File: src/rtl/frame_58_tx_pkg.sv
// Shared definitions for the 0x58 framing family: FSM encodings, frame length
// and the default sync byte.
package frame_58_tx_pkg;

  typedef enum logic [1:0] {
    ST_IDLE = 2'd0,
    ST_SYNC = 2'd1,
    ST_DATA = 2'd2
  } state_t;

  localparam int unsigned FRAME_BITS   = 16;
  localparam logic [7:0]  SYNC_DEFAULT = 8'h58;

endpackage

File: src/rtl/frame_58_tx_next.sv
// Next-state and bit-counter logic for the framer; purely combinational.
module frame_58_tx_next
  import frame_58_tx_pkg::*;
(
  input  state_t     state,
  input  logic [2:0] cnt,
  input  logic       accept,
  output state_t     state_nxt,
  output logic [2:0] cnt_nxt
);

  always_comb begin
    state_nxt = ST_IDLE;
    cnt_nxt   = 3'd0;
    case (state)
      ST_IDLE: begin
        if (accept) begin
          state_nxt = ST_SYNC;
        end
      end
      ST_SYNC: begin
        if (cnt == 3'd7) begin
          state_nxt = ST_DATA;
        end else begin
          state_nxt = ST_SYNC;
          cnt_nxt   = cnt + 3'd1;
        end
      end
      ST_DATA: begin
        if (cnt == 3'd7) begin
          // accept can only be true here on the last payload bit
          state_nxt = accept ? ST_SYNC : ST_IDLE;
        end else begin
          state_nxt = ST_DATA;
          cnt_nxt   = cnt + 3'd1;
        end
      end
      default: begin
        state_nxt = ST_IDLE;
        cnt_nxt   = 3'd0;
      end
    endcase
  end

endmodule

File: src/rtl/shift_reg8.sv
// 8-bit parallel-load register that shifts toward the MSB; q[7] is the bit on air.
module shift_reg8 (
  input  logic       clk,
  input  logic       rst,
  input  logic       load,
  input  logic       shift,
  input  logic [7:0] d,
  output logic [7:0] q
);

  // Load wins over shift so a back-to-back byte can land on the last payload bit.
  always_ff @(posedge clk) begin
    if (rst) begin
      q <= 8'h00;
    end else if (load) begin
      q <= d;
    end else if (shift) begin
      q <= {q[6:0], 1'b0};
    end
  end

endmodule

File: src/rtl/frame_58_tx.sv
// Serial framer: each accepted byte goes out MSB-first behind an 8-bit sync
// byte, 16 contiguous valid bits per frame, back-to-back frames allowed.
module frame_58_tx
  import frame_58_tx_pkg::*;
#(
  parameter logic [7:0] SYNC = SYNC_DEFAULT
) (
  input  logic       clk,
  input  logic       rst,
  input  logic       in_valid,
  input  logic [7:0] in_data,
  output logic       in_ready,
  output logic       out,
  output logic       out_valid,
  output logic       busy
);

  // Handshake: a byte is taken on a rising edge where in_valid && in_ready;
  // in_ready depends only on state/cnt, never on in_valid.
  state_t     state;
  state_t     state_nxt;
  logic [2:0] cnt;
  logic [2:0] cnt_nxt;
  logic       accept;
  logic       shift;
  logic [7:0] payload;

  assign accept = in_valid && in_ready;
  assign shift  = (state == ST_DATA);

  always_ff @(posedge clk) begin
    if (rst) begin
      state <= ST_IDLE;
      cnt   <= 3'd0;
    end else begin
      state <= state_nxt;
      cnt   <= cnt_nxt;
    end
  end

  frame_58_tx_next u_next (
    .state     (state),
    .cnt       (cnt),
    .accept    (accept),
    .state_nxt (state_nxt),
    .cnt_nxt   (cnt_nxt)
  );

  shift_reg8 u_payload (
    .clk   (clk),
    .rst   (rst),
    .load  (accept),
    .shift (shift),
    .d     (in_data),
    .q     (payload)
  );

  always_comb begin
    in_ready  = 1'b0;
    out       = 1'b0;
    out_valid = 1'b0;
    busy      = 1'b0;
    case (state)
      ST_IDLE: begin
        in_ready = 1'b1;
      end
      ST_SYNC: begin
        out       = SYNC[3'd7 - cnt];
        out_valid = 1'b1;
        busy      = 1'b1;
      end
      ST_DATA: begin
        out       = payload[7];
        out_valid = 1'b1;
        busy      = 1'b1;
        in_ready  = (cnt == 3'd7);
      end
      default: begin
        in_ready = 1'b0;
      end
    endcase
  end

endmodule
File: config.mk
export PLATFORM = sky130hd
export DESIGN_NAME = frame_58_tx
export DESIGN_NICKNAME = d
export VERILOG_FILES = /design/src/rtl/frame_58_tx_pkg.sv /design/src/rtl/frame_58_tx_next.sv /design/src/rtl/shift_reg8.sv /design/src/rtl/frame_58_tx.sv
export SDC_FILE = /design/constraint.sdc
export NUM_CORES = 1
export LEC_CHECK = 0
export CAP_MARGIN = 40
export CORE_AREA = 2 2 39 41
export DETAILED_ROUTE_END_ITERATION = 12
export DIE_AREA = 0 0 41 43
export DONT_BUFFER_PORTS = 1
export GPL_TIMING_DRIVEN = 0
export PLACE_DENSITY = 0.75
export SYNTH_ARGS = -nofsm -noshare
export SYNTH_HDL_FRONTEND = slang
export SYNTH_SLANG_ARGS = --single-unit
File: constraint.sdc
create_clock -name clk -period 2.1 [get_ports clk]
set_clock_uncertainty 0.15 [all_clocks]
set_input_delay 0.315 -clock clk [delete_from_list [all_inputs] [get_ports clk]]
set_output_delay 0.315 -clock clk [all_outputs]
set_load 0.02 [all_outputs]
Yosys cells after proc, flatten, opt, wreduce, memory -nomap -nowiden

Memories as Yosys holds them, arrays and structs flattened.
Cells that the tools add are included.
W data, S select, Z words.

Bits in read-only memories: 8
Memories kept: 1
Register bits: 13
Word-level logic and storage cells: 26
Bits of input ports: 11
Output and inout port bits: 4

Eq/ne operators: 3
$add $sub $neg: 2
Mux-type cells: 10
Magnitude comparators: 1
Bitwise gates (word level): 1
Reductions and logical operators: 5

Memory list:

| name             | words | width | read ports | clocked after Yosys merged registers in | wr ports | RTL line          | text |
|---|---|---|---|---|---|---|---|
| (name not given) | 8     | 1     | 1          | 0                                       | 0        | frame_58_tx.sv:68 | `out = SYNC[3'd7 - cnt];` |

Operator list:

| cell                  | count |
|---|---|
| $mux W8               | 2 |
| $pmux W2 S3           | 1 |
| $lt A3 B4 Y1 const B  | 1 |
| $mux W2               | 2 |
| $pmux W1 S2           | 2 |
| $add A3 B1 Y3 const B | 1 |
| $eq A3 B3 Y1 const B  | 1 |
| $mux W1               | 3 |
| $reduce_or A3 Y1      | 1 |
| $sub A3 B3 Y3 const A | 1 |
| $eq A2 B1 Y1 const B  | 1 |
| $eq A2 B2 Y1 const B  | 1 |
| $logic_not A2 Y1      | 1 |
| $reduce_bool A2 Y1    | 1 |
| $reduce_or A2 Y1      | 1 |
| $logic_and A1 B1 Y1   | 1 |
| $not A1 Y1            | 1 |

Logic depth before layout (Yosys ltp)

Depth after elaboration: 6
Mapped depth: 7
Gate-level depth less buffers: 5

Cells and area by module

A second synthesis with hierarchy kept.

Cell total of the unflattened synthesis: 77
Area total of the unflattened synthesis: 765.7 um^2

Modules (own cells, without submodules):

| module           | cells each | area each (um^2) | seq. area each (um^2) | times used |
|---|---|---|---|---|
| shift_reg8       | 35         | 369.1            | 160.2                 | 1 |
| frame_58_tx      | 24         | 242.7            | 100.1                 | 1 |
| frame_58_tx_next | 18         | 153.9            | 0.0                   | 1 |

Worst setup path before layout

No wires, ideal clock.

Path type: register -> register
Start: register cnt[0]
End: register u_payload.q[1]
Path buffers: 2
Stages on the path, launching flop included: 8
Arrival time: 1.487 ns
Period minus slack after synthesis: 1.718 ns
Slack: 0.382 ns
Data required time: 1.870 ns
Setup time: 0.080 ns
Cells stage by stage: dfxtp_1 > ha_1 > ha_1 > a21o_1 > buf_6 > and2_4 > buf_6 > a211oi_2

Longest elaborated chain between the ends: 4
Elaborated cells on any way between the ends: 5
Those cells by class: eq/ne (1); mux (2); reduce/logical (2)

RTL lines:

| element                                       | RTL line          | text |
|---|---|---|
| start, declared                               | frame_58_tx.sv:22 | `logic [2:0] cnt;` |
| start signal, assigned                        | frame_58_tx.sv:37 | `cnt <= cnt_nxt;` |
| $eq A3 B3 Y1 (*)                              | frame_58_tx.sv:76 | `in_ready = (cnt == 3'd7);` |
| $pmux W1 S2 (*)                               | frame_58_tx.sv:63 | `case (state)` |
| named net in_ready                            | frame_58_tx.sv:12 | `output logic in_ready,` |
| $logic_and A1 B1 Y1 (*)                       | frame_58_tx.sv:28 | `assign accept = in_valid && in_ready;` |
| $mux W8 or $reduce_bool A2 Y1 (tied branches) | -                 |  |
| end signal, assigned                          | shift_reg8.sv:18  | `q <= {q[6:0], 1'b0};` |
| end, declared                                 | shift_reg8.sv:8   | `output logic [7:0] q` |

The timed path passes the listed nets; every way through them passes the cells marked *.
A chain may end at the register's enable or synchronous reset.

Final worst setup path

Start: register cnt[0]
End: output out

Longest elaborated chain between the ends: 4

RTL lines:

| element                       | RTL line          | text |
|---|---|---|
| $sub A3 B3 Y3                 | frame_58_tx.sv:68 |  |
| $mem_v2 Z8 W1                 | -                 |  |
| $mux W1 (not written as such) | frame_58_tx.sv:68 |  |
| $pmux W1 S2                   | frame_58_tx.sv:63 |  |
| end, declared                 | frame_58_tx.sv:13 | `output logic out,` |

Every way passes these cells. The select of a mux whose other input is x is not followed.

==> impl_metrics.csv <==
group,metric,value,unit
outcome,status,"finished clean",
floorplanning,core,1380,sq um
clock_network,cts_tree,"done",
final_layout,regArea,260,sq um
clock_network,clk_pin_slew,0.08,ns
global_routing,grt_use_met2,28.4,%
sta,min_period,1.96,ns
yosys,synthArstFlopShare,0,%
sta,worstMarginPinSlew,0.604,ns
yosys,yosysWarnings,0,
yosys,synthesis.area,756,sq um
sta,rsz0062_at_grt,"no",
yosys,ys_types,24,
sta,tns,0,ns
setup_path,r2r-start,"cnt[0]",
power_and_ir_drop,power.density,653,nW/um^2
clock_network,root_buffer,"clkbuf_4",
yosys,ys_top_cells_by_area,"dfxtp_1 34%, a211oi_2 12%, ha_1 12%",
final_layout,layout.cells.non_filler,95,
power_and_ir_drop,power,0.523,mW
setup_path,required,1.63,ns
clock_network,ctsHtreeMaxLevel,1,
global_routing,grt.met1_usage,23.0,%
detailed_routing,wl_per_cell,13.4,um
clock_network,clock_path_buffers,2,
final_layout,final_util,58.0,%
setup_path,startpoint,"cnt[0]",
setup_path,reg2reg_to,"u_payload.q[4]",
setup_path,reg2reg_depth,7,
yosys,yosys-top-cells-count,"13 x dfxtp_1, 11 x inv_1",
run,drv_cap,0,
sta,fin_crit_sh,93.5,%
setup_path,cp_data_arrival_time,1.50,ns
clock_network,clock-sinks,13,
placed_design,dp_cells,92,
sta,hold_ws,0.0241,ns
final_layout,final_nets,98,
global_routing,grt_max_degree,11,
detailed_routing,drtAntennaViolNets,0,
floorplanning,die_y,43,um
placed_design,gp_congestion,0.785,
global_routing,antenna_found_initial,0,
yosys,syn_area_per_cell,9.94,sq um
detailed_routing,viasPerCell,5.62,
placed_design,place_area,776,sq um
sta,finalHoldViolations,0,
yosys,synthFlopType,"dfxtp_1",
placed_design,io_buffers,0,
floorplanning,core.rowCount,14,
detailed_routing,via_count,534,
global_routing,first_global_vias,512,
clock_network,clk_latency,0.28,ns
worst_hold_path,min_path_type,"input port to register",
global_routing,gr-total-overflow,0,
sta,fmax,0.509,GHz
sta,fin_ws,0.135,ns
global_routing,grt.met3_usage,8.38,%
setup_path,critical_path_class,"register to primary output",
global_routing,grt_usage,19.4,%
final_layout,fillCellCount,126,
floorplanning,fp.dieW,41,um
setup_path,crit_path_end,"out",
worst_hold_path,hold_start,"in_data[3]",
floorplanning,ios,15,
placed_design,dp_hpwl,992,um
floorplanning,design.die.area,1760,sq um
global_routing,grt_pass1_wl,2.24,mm
yosys,yosys.area.top_type,"dfxtp_1",
detailed_routing,finalWirelength,1.27,mm
setup_path,crit_path_top_delay_cell,"dfxtp_1",
detailed_routing,drtIter0Drc,7,
sta,slew_viol_final,0,
yosys,synth.net_count,94,
floorplanning,start_util,54.6,%
final_layout,area_delta_synth_final,6.13,%
yosys,synth-edff-count,0,
yosys,synth-seq-area-share,34.4,%
setup_path,rrSetupSlack,0.26,ns
yosys,yosysTopAreaCellShare,34.4,%
setup_path,slowest_delay,0.36,ns
yosys,ys_ff_latch,13,
yosys,syn_inst,76,
detailed_routing,dr.pass1.iters,4,
sta,relSlewSlack,59.7,%
sta,setup_viol,0,
setup_path,worstPathMaxFanout,3,
final_layout,diodes,0,
final_layout,drive_gt1_share,20.3,%
power_and_ir_drop,ir_worst_vdd,0.408,mV
setup_path,cp-end-kind,"primary output",
detailed_routing,drc,0,
placed_design,dp_slack,0.216,ns
worst_hold_path,hold_depth,2,
clock_network,numCtsBuffers,3,
final_layout,multi_input_area,417,sq um
yosys,yosysMostFrequentCell,"dfxtp_1",
power_and_ir_drop,power.leakage,0.350,nW
final_layout,fin_area,802,sq um
setup_path,critPathLaunchType,"register",
setup_path,cp_cell_sequence,"inv_1 -> ha_1 -> mux2_1 -> a22oi_1 -> nor2b_2",
global_routing,top_usage_layer,"met2",
[sequential cells by signal, indices dropped and copies added, names as in the netlist]
name and cells:
u_payload.q 8, cnt 3, state 2
[per-layer routing]
layer	part of all wire (%)	wire [um]
met5	0	0
met4	2.5	32
met3	4.3	55
met2	49	624
met1	44	560
[worst min-delay path by stage]
stage / to / slack [ns]
after global placement: u_payload.q[3] / 0.32
after CTS: u_payload.q[5] / 0.02
after detailed placement: u_payload.q[3] / 0.32
after floorplan: u_payload.q[1] / 0.31
final: u_payload.q[3] / 0.02
after global routing: u_payload.q[3] / 0.01
[kinds of logic after synthesis]
family          Yosys count  share of synthesized area [%]
compound gates           18                           23.5
fa+ha+maj                 7                           11.6
buf+inv                  17                           11.1
flops                    13                           34.4
mux                       2                           2.81
simple gates             19                           16.6
[worst max-delay path: cells and delay by family (launching register included)]
kind | cells | cell delay (ns)
buf+inv | 1 | 0.06
compound gates | 1 | 0.20
mux | 1 | 0.30
simple gates | 1 | 0.11
flops | 1 | 0.36
fa+ha+maj | 1 | 0.19
[report_power, final]
part | internal (mW) | total (mW) | switching [mW]
Clock | 0.0737 | 0.156 | 0.0818
Combinational | 0.0450 | 0.0959 | 0.0509
Sequential | 0.263 | 0.272 | 0.00912
Total | 0.382 | 0.523 | 0.142
[cell usage in the layout (no fill, tap or decap)]
cell / count
a21o_1: 1
mux2i_1: 1
a211oi_2: 7
nand2_1: 2
clkbuf_4: 3
buf_6: 2
ha_1: 6
and2_1: 3
clkbuf_1: 3
and2b_1: 7
inv_1: 11
nand2b_1: 2
dfxtp_1: 13
a211oi_1: 1
nor2b_2: 1
nor2_1: 1
and2_4: 1
a221oi_1: 7
nor3b_1: 1
a22oi_1: 1
ha_2: 1
mux2_1: 1
buf_4: 1
o22ai_1: 1
nand3b_1: 1
[final cells by class]
class                      count  share of cell area (%)
inverter                      11                    5.15
buffer                         5                    4.68
multi-input combinational     46                    52.0
tap                           16                    2.50
clock buffer                   4                    3.28
sequential                    13                    32.4
[timing repair]
item | in CTS | in global routing
hold buffers | 0 | 0
endpoints found under the setup margin | 1 | 1
gates resized for setup | 2 | 0
cloned | 0 | 0
buffers inserted | 0 | 0
Note: power is estimated with default switching activity, not from simulation.
